--- config.mk ---
export PLATFORM = sky130hd
export DESIGN_NAME = i2c_responder
export DESIGN_NICKNAME = d
export VERILOG_FILES = /design/src/rtl/i2c_responder.sv
export SDC_FILE = /design/constraint.sdc
export NUM_CORES = 1
export LEC_CHECK = 0
export ABC_AREA = 1
export BUFFER_PORTS_ARGS = -buffer_cell sky130_fd_sc_hd__buf_4
export CORE_AREA = 10 10 89 68
export CTS_CLUSTER_SIZE = 40
export DETAILED_ROUTE_END_ITERATION = 8
export DIE_AREA = 0 0 99 78
export SKIP_CTS_REPAIR_TIMING = 1
export SLEW_MARGIN = 25
export SYNTH_ARGS = -nofsm -noshare
export SYNTH_HDL_FRONTEND = slang
export SYNTH_SLANG_ARGS = --single-unit
export TNS_END_PERCENT = 100
--- constraint.sdc ---
create_clock -name clk -period 3.8 [get_ports clk]
set_input_delay 0.38 -clock clk [delete_from_list [all_inputs] [get_ports clk]]
set_output_delay 0.38 -clock clk [all_outputs]
set_load 0.02 [all_outputs]
--- src/rtl/i2c_responder.sv ---
// I2C target (responder): oversamples SCL/SDA, detects START/STOP, matches a
// 7-bit address and then receives write bytes or transmits read bytes.
// Optional feature macro: I2C_RESP_GCALL_EN (accept the general-call write address 8'h00).
module i2c_responder #(
  parameter logic [6:0] SLAVE_ADDR  = 7'h22,
  parameter int         SYNC_STAGES = 2
) (
  input  logic       clk,
  input  logic       rst,
  input  logic       scl_i,
  input  logic       sda_i,
  output logic       sda_oe,
  output logic       op,
  output logic       busy,
  output logic [7:0] rx_data,
  output logic       rx_valid,
  input  logic [7:0] tx_data,
  output logic       tx_req,
  output logic       start_det,
  output logic       stop_det
);

  typedef enum logic [2:0] {
    IDLE, ADDR, ADDR_ACK, WR_DATA, WR_ACK, RD_DATA, RD_ACK, IGNORE
  } state_t;

  logic [SYNC_STAGES-1:0] scl_sync_q, scl_sync_d;
  logic [SYNC_STAGES-1:0] sda_sync_q, sda_sync_d;
  logic                   scl_prev_q, sda_prev_q;
  logic                   scl_s, sda_s;
  logic                   scl_rise, scl_fall, start_cond, stop_cond;

  state_t     state_q, state_d;
  logic [3:0] bit_cnt_q, bit_cnt_d;
  logic [7:0] shift_q, shift_d;
  logic       sda_oe_q, sda_oe_d;
  logic       op_q, op_d;
  logic       busy_q, busy_d;
  logic [7:0] rx_data_q, rx_data_d;
  logic       rx_valid_q, rx_valid_d;
  logic       tx_req_q, tx_req_d;
  logic       start_det_q, start_det_d;
  logic       stop_det_q, stop_det_d;

  // Address match; general call is a write-only broadcast when enabled.
  function automatic logic addr_match(input logic [6:0] addr, input logic rw);
`ifdef I2C_RESP_GCALL_EN
    return (addr == SLAVE_ADDR) || ((addr == 7'h00) && !rw);
`else
    return (addr == SLAVE_ADDR) && !((addr == 7'h00) && rw && 1'b0);
`endif
  endfunction

  // Synchronizer shift: new raw sample enters at bit 0, oldest at the top.
  always_comb begin
    scl_sync_d = {scl_sync_q[SYNC_STAGES-2:0], scl_i};
    sda_sync_d = {sda_sync_q[SYNC_STAGES-2:0], sda_i};
  end

  assign scl_s      = scl_sync_q[SYNC_STAGES-1];
  assign sda_s      = sda_sync_q[SYNC_STAGES-1];
  assign scl_rise   = scl_s & ~scl_prev_q;
  assign scl_fall   = ~scl_s & scl_prev_q;
  assign start_cond = scl_s & scl_prev_q & sda_prev_q & ~sda_s;
  assign stop_cond  = scl_s & scl_prev_q & ~sda_prev_q & sda_s;

  // Synchronizer and previous-sample flops; idle bus is high on both lines.
  always_ff @(posedge clk) begin
    if (rst) begin
      scl_sync_q <= '1;
      sda_sync_q <= '1;
      scl_prev_q <= 1'b1;
      sda_prev_q <= 1'b1;
    end else begin
      scl_sync_q <= scl_sync_d;
      sda_sync_q <= sda_sync_d;
      scl_prev_q <= scl_s;
      sda_prev_q <= sda_s;
    end
  end

  // Next-state and output logic; bus START/STOP override every state.
  always_comb begin
    state_d     = state_q;
    bit_cnt_d   = bit_cnt_q;
    shift_d     = shift_q;
    sda_oe_d    = sda_oe_q;
    op_d        = op_q;
    busy_d      = busy_q;
    rx_data_d   = rx_data_q;
    rx_valid_d  = 1'b0;
    tx_req_d    = 1'b0;
    start_det_d = 1'b0;
    stop_det_d  = 1'b0;
    if (start_cond) begin
      state_d     = ADDR;
      bit_cnt_d   = 4'd0;
      busy_d      = 1'b0;
      sda_oe_d    = 1'b0;
      start_det_d = 1'b1;
    end else if (stop_cond) begin
      state_d    = IDLE;
      busy_d     = 1'b0;
      sda_oe_d   = 1'b0;
      stop_det_d = 1'b1;
    end else begin
      case (state_q)
        IDLE: ;
        ADDR: begin
          if (scl_rise) begin
            shift_d   = {shift_q[6:0], sda_s};
            bit_cnt_d = bit_cnt_q + 4'd1;
            if (bit_cnt_q == 4'd7) begin
              if (addr_match(shift_q[6:0], sda_s)) begin
                op_d    = sda_s;
                busy_d  = 1'b1;
                state_d = ADDR_ACK;
              end else begin
                state_d = IGNORE;
              end
            end
          end
        end
        ADDR_ACK: begin
          // sda_oe_q distinguishes the fall that opens the ACK slot from the one closing it.
          if (scl_rise && sda_oe_q && op_q) tx_req_d = 1'b1;
          if (scl_fall) begin
            if (!sda_oe_q) begin
              sda_oe_d = 1'b1;
            end else if (op_q) begin
              shift_d   = tx_data;
              sda_oe_d  = ~tx_data[7];
              bit_cnt_d = 4'd1;
              state_d   = RD_DATA;
            end else begin
              sda_oe_d  = 1'b0;
              bit_cnt_d = 4'd0;
              state_d   = WR_DATA;
            end
          end
        end
        WR_DATA: begin
          if (scl_rise) begin
            shift_d   = {shift_q[6:0], sda_s};
            bit_cnt_d = bit_cnt_q + 4'd1;
          end else if (scl_fall && (bit_cnt_q == 4'd8)) begin
            rx_data_d  = shift_q;
            rx_valid_d = 1'b1;
            sda_oe_d   = 1'b1;
            bit_cnt_d  = 4'd0;
            state_d    = WR_ACK;
          end
        end
        WR_ACK: begin
          if (scl_fall) begin
            sda_oe_d  = 1'b0;
            bit_cnt_d = 4'd0;
            state_d   = WR_DATA;
          end
        end
        RD_DATA: begin
          // bit_cnt counts bits already placed on the bus.
          if (scl_fall) begin
            if (bit_cnt_q == 4'd8) begin
              sda_oe_d = 1'b0;
              state_d  = RD_ACK;
            end else begin
              shift_d   = {shift_q[6:0], 1'b0};
              sda_oe_d  = ~shift_q[6];
              bit_cnt_d = bit_cnt_q + 4'd1;
            end
          end
        end
        RD_ACK: begin
          if (scl_rise) begin
            if (!sda_s) begin
              tx_req_d = 1'b1;
            end else begin
              busy_d  = 1'b0;
              state_d = IGNORE;
            end
          end else if (scl_fall) begin
            shift_d   = tx_data;
            sda_oe_d  = ~tx_data[7];
            bit_cnt_d = 4'd1;
            state_d   = RD_DATA;
          end
        end
        IGNORE: sda_oe_d = 1'b0;
        default: state_d = IDLE;
      endcase
    end
  end

  // Control and output registers; the shift register needs no reset.
  always_ff @(posedge clk) begin
    if (rst) begin
      state_q     <= IDLE;
      bit_cnt_q   <= 4'd0;
      sda_oe_q    <= 1'b0;
      op_q        <= 1'b0;
      busy_q      <= 1'b0;
      rx_data_q   <= 8'h00;
      rx_valid_q  <= 1'b0;
      tx_req_q    <= 1'b0;
      start_det_q <= 1'b0;
      stop_det_q  <= 1'b0;
    end else begin
      state_q     <= state_d;
      bit_cnt_q   <= bit_cnt_d;
      sda_oe_q    <= sda_oe_d;
      op_q        <= op_d;
      busy_q      <= busy_d;
      rx_data_q   <= rx_data_d;
      rx_valid_q  <= rx_valid_d;
      tx_req_q    <= tx_req_d;
      start_det_q <= start_det_d;
      stop_det_q  <= stop_det_d;
    end
  end

  // Shift register for address, write and read data.
  always_ff @(posedge clk) begin
    shift_q <= shift_d;
  end

  assign sda_oe    = sda_oe_q;
  assign op        = op_q;
  assign busy      = busy_q;
  assign rx_data   = rx_data_q;
  assign rx_valid  = rx_valid_q;
  assign tx_req    = tx_req_q;
  assign start_det = start_det_q;
  assign stop_det  = stop_det_q;

endmodule

### Yosys cells after proc, flatten, opt, wreduce, memory -nomap -nowiden

Index checks and enable logic that the tools add are counted.

* $add $sub $neg: 1
* equal/unequal tests: 41
* divide/modulo/power cells: 0
* reductions and logical operators: 20
* multipliers: 0
* bitwise gates (word level): 17
* shift operators: 0
* multiplexer cells: 62
* magnitude comparators: 0

Operator list (number)
* 8-bit two-way mux: 8
* 3-bit two-way mux: 14
* 4-bit two-way mux: 10
* 4-bit inequality test (second input constant): 9
* 2-bit inequality test (second input constant): 16
* 8-bit one-hot mux with 4 select lines: 1
* 1-bit two-way mux: 24
* 4-bit one-hot mux with 6 select lines: 1
* 12-bit AND reduction: 2
* 11-bit AND reduction: 2
* 3-bit one-hot mux with 6 select lines: 1
* 3-bit equality test (second input constant): 4
* 6-bit AND reduction: 2
* 6-bit nonzero test: 2
* 5-bit inequality test (second input constant): 2
* 1-bit NOT: 10
* 3-bit inequality test (second input constant): 3
* 8-bit AND reduction: 1
* 8-bit nonzero test: 1
* 1-bit bitwise AND: 7
* 7-bit by 6-bit equality test with 1-bit output (second input constant): 1
* 3-bit by 2-bit equality test with 1-bit output (second input constant): 2
* 1-bit one-hot mux with 6 select lines: 1
* 5-bit AND reduction: 1
* 12 further kinds: 16

* word-level logic and storage cells: 157
* RAM bits: 0
* register bits: 36
* bits in latches: 0
* bits in read-only memories: 0
* memories: 0

### Longest topological paths before layout

* depth after elaboration: 8
* depth in mapped cells: 12
* gate-level depth less buffers: 12

### Worst setup path before layout

Ideal clock, no wire load.

* path kind: register to register
* from: register scl_prev_q
* to: register shift_q[0], enable pin
* required time: 3.405 ns
* period minus slack after synthesis: 2.234 ns
* stages on the path, launching flop included: 8
* arrival: 1.839 ns
* path buffers: 0
* path slack: 1.566 ns
* library setup time: 0.395 ns
* cell sequence: dfxtp_1 -> inv_1 -> ha_1 -> inv_1 -> nand2_1 -> nand2_1 -> nand3_1 -> nor4_1

* word-level cells in the longest chain between the ends: 5
* elaborated cells on any way between the ends: 16
* those cells by class: 5 x eq/ne; 10 x bitwise; 1 x reduce/logical

RTL lines
* start: declaration: line 29 `logic scl_prev_q, sda_prev_q;`
* start signal: assignment: line 77 `scl_prev_q <= scl_s;`
* 1-bit bitwise AND: line 64, 65
* 1-bit bitwise AND, on equally long branches (2 in a row): line 64, 65
* 1-bit NOT (no line)
* 11-bit AND reduction (no line) *
* end signal: assignment: line 224 `shift_q <= shift_d;`
* end: declaration: line 35 `logic [7:0] shift_q, shift_d;`

Mark *: on every way between the ends. The rest lies on a longest branch, timed or not.
A chain may end at the register's enable or synchronous reset.

### Final worst setup path

* from: register state_q[2]
* to: register shift_q[6], enable pin

* word-level cells in the longest chain between the ends: 4
* elaborated cells on any way between the ends: 16
* those cells by class: 13 x eq/ne; 3 x reduce/logical

RTL lines
* start: declaration: line 33 `state_t state_q, state_d;`
* start signal: assignment: line 209 `state_q <= state_d;`
* 3-bit by 2-bit equality test with 1-bit output or 3-bit by 1-bit equality test with 1-bit output (tied branches): line 107 `case (state_q)`
* 2-bit OR reduction (no line)
* 2-bit by 1-bit inequality test with 1-bit output (no line) or 4-bit nonzero test (tied branches)
* 11-bit AND reduction (no line) *

Marks and branches as above.

==> results.txt <==
outcome - complete, no violations
compound-gate portion of the synthesized area - 0.146
largest area contributor in the netlist - dfxtp_1
Vias/cell - 4.94
Worst R2R Start - state_q[2]
Crit Path Category - reg2reg
CP delay by family, top - flip-flops
WP data required - 3.80 ns
row count - 21
setup ws final - 1.80 ns
CP max stage cell - dfxtp_1
Ports - 27
Worst slew margin - 0.573
Layout area overhead - 17.1%
Mapped Area - 0.00190 mm²
Max VDD drop - 0.260 mV
Power Internal - 827 µW
commonest non-fill, non-tap cell in the layout - nand2_1
final hold viol count - 0
fmax - 500 MHz
part of the power in registers - 0.395
Final Cycle Share - 0.526
Fill cells - 437
dpl cells - 340
Net Count, Synth - 279
Yosys reg bits - 36
Final Power - 1360 µW
critical path peak fanout - 13
Setup WS pre-CTS - 1.86 ns
vias - 1720
syn avg cell area - 7.24 µm²
Seq/Total Area, Yosys - 0.422
mux share of post-synthesis cell area - 0
Synth top area share - 0.295
RSZ-0062 raised after global routing - false
Setup TNS Final - 0 ns
critical path capture point type - flop
first-pass detailed-route iteration total - 4
Final Slew Violations - 0
# port buffers - 26
initial cell density of the core - 0.422
worst skew pair latency - 0.29 ns
CTS H-tree depth - 2
Remaining DRCs - 0
top cells by area, synth - dfxtp_1 30%, edfxtp_1 13%, nand2_1 11%
Die Wd - 99 µm
Post-Route Skew - 0.00402 ns
main combinational cell family by area after synthesis - simple AND/OR/NAND/NOR gates
clk slew on worst S/H paths - 0.07 ns
Sw Pwr - 529 µW
combinational power share - 0.359
Unique masters post-synth - 29
Buf+Inv Stages, Crit Path - 3
simple logic cell fraction of the synthesized area - 0.293
WL final - 4570 µm
Startpoint Class - flop
final setup vio count - 0
hpwl dp - 3510 µm
number of cells on the worst hold path - 2
most frequent cells in the layout - 56 x nand2_1, 38 x nor2_1, 34 x inv_1
largest net degree at the start of global routing - 18
Register-to-Register Path Depth - 7
Yosys warning count - 0
Slew @ Worst Pin - 0.638 ns
final cell count without fillers - 348
Switching Fraction - 0.390
reg2reg setup slack - 1.80 ns
CTS root buf - clkbuf_8
CTS tree - yes
Data arrival, critical path - 2.00 ns
clock power share - 0.247
worst hold endpoint - sda_sync_q[0]
initial drt markers - 182
Post-DRT Antenna Nets - 0
crit-path cells - inv_1, nand2_1, inv_1, o21ai_0, nand2_1, nor4_1, buf_4
leakage - 0.00105 µW
Tmin final - 2.00 ns
Diodes inserted - 0
Final GP Congestion - 0.979
GRT overflow - 0
clock buffer depth - 2
layout cells sized above 1 - 0.192
Sink Count - 36
Synth Area in XOR/XNOR - 0
cells after synthesis - 262
die area - 0.00772 mm²
Hold Crit Class - in2reg
gr usage total - 0.119
core area - 0.00449 mm²
hold wc startpoint - sda_i
number of global-route vias before repair - 1607
wire per inst - 13.1 µm
Num CTS Buffers - 5
initial antenna violation count - 0
nets@finish - 307
global-route wire length before repair - 7620 µm
critical path's largest stage delay - 0.65 ns
pwr dens - 610 mW/mm²
Post-Synth Adder-Cell Area - 0.0330
Max Cap Viol - 0
Die Height - 78 µm
Worst R2R End - shift_q[6]
==> cell usage after synthesis, drive strengths merged <==
library cell  number
nand2             60
nor2              41
inv               38
o21ai             32
dfxtp             28
a21oi             16
nand3             13
edfxtp             8
ha                 5
nor3               5
buf                4
or2                4
clkbuf             2
nand4              2
a22o               1
a31oi              1
nor4               1
o21a               1
==> final cells by class <==
class,instances,area [µm²],area share
multi-input cells,182,897,0.404
repair buffers,27,203,0.0912
well taps,57,71.3,0.0321
clock inverters,2,35.0,0.0158
inverters,38,143,0.0642
clock buffers,6,72.6,0.0327
flip-flops and latches,36,801,0.360
==> registers in the layout (all words and copies together), names as in the netlist <==
signal,cells
tx_req,1
scl_sync_q,2
rx_data,8
stop_det,1
rx_valid,1
bit_cnt_q,4
shift_q,8
sda_prev_q,1
sda_sync_q,2
op,1
sda_oe,1
start_det,1
busy,1
state_q,3
scl_prev_q,1
==> metrics by stage <==
step / cell area [µm²] / utilization / hold WS (ns)
3_3_place_gp: 2110 / 0.471 / 0.393
2_1_floorplan: 1900 / - / 0.389
5_1_grt: 2220 / 0.495 / 0.274
3_5_place_dp: 2110 / 0.471 / 0.398
6_report: 2220 / 0.495 / 0.273
4_1_cts: 2220 / 0.495 / 0.271
==> worst max path at each step <==
| stage | start | to | slack [ns] | depth (start not counted) |
|---|---|---|---|---|
| after floorplan | scl_prev_q | shift_q[0] | 1.57 | 7 |
| final | state_q[2] | shift_q[6] | 1.80 | 7 |
| after detailed placement | state_q[2] | shift_q[3] | 1.86 | 7 |
| after global placement | state_q[2] | shift_q[2] | 1.84 | 7 |
| after CTS | state_q[2] | shift_q[6] | 1.84 | 7 |
| after global routing | state_q[2] | shift_q[6] | 1.63 | 7 |
==> power groups by stage <==
stage	Combinational (µW)	Sequential (µW)	Clock, µW
2_1_floorplan	393	514	0
3_3_place_gp	486	541	0
3_5_place_dp	480	540	0
4_1_cts	483	533	343
5_1_grt	559	543	360
6_report	486	535	334
==> per-layer routing <==
layer	up-vias	global-route usage	wire, µm
li1	890	-	-
met1	760	0.171	2370
met2	63	0.162	1800
met3	7	0.0354	345
met4	0	0.0386	54
met5	-	0	0
==> logic make-up (layout without fill, tap and decap cells) <==
kind of cell	Yosys count	after routing
compound gates	51	51
flops	36	36
buf+inv	44	73
fa+ha+maj	5	5
simple gates	126	126
No activity file was read; power rests on OpenSTA's default activity.
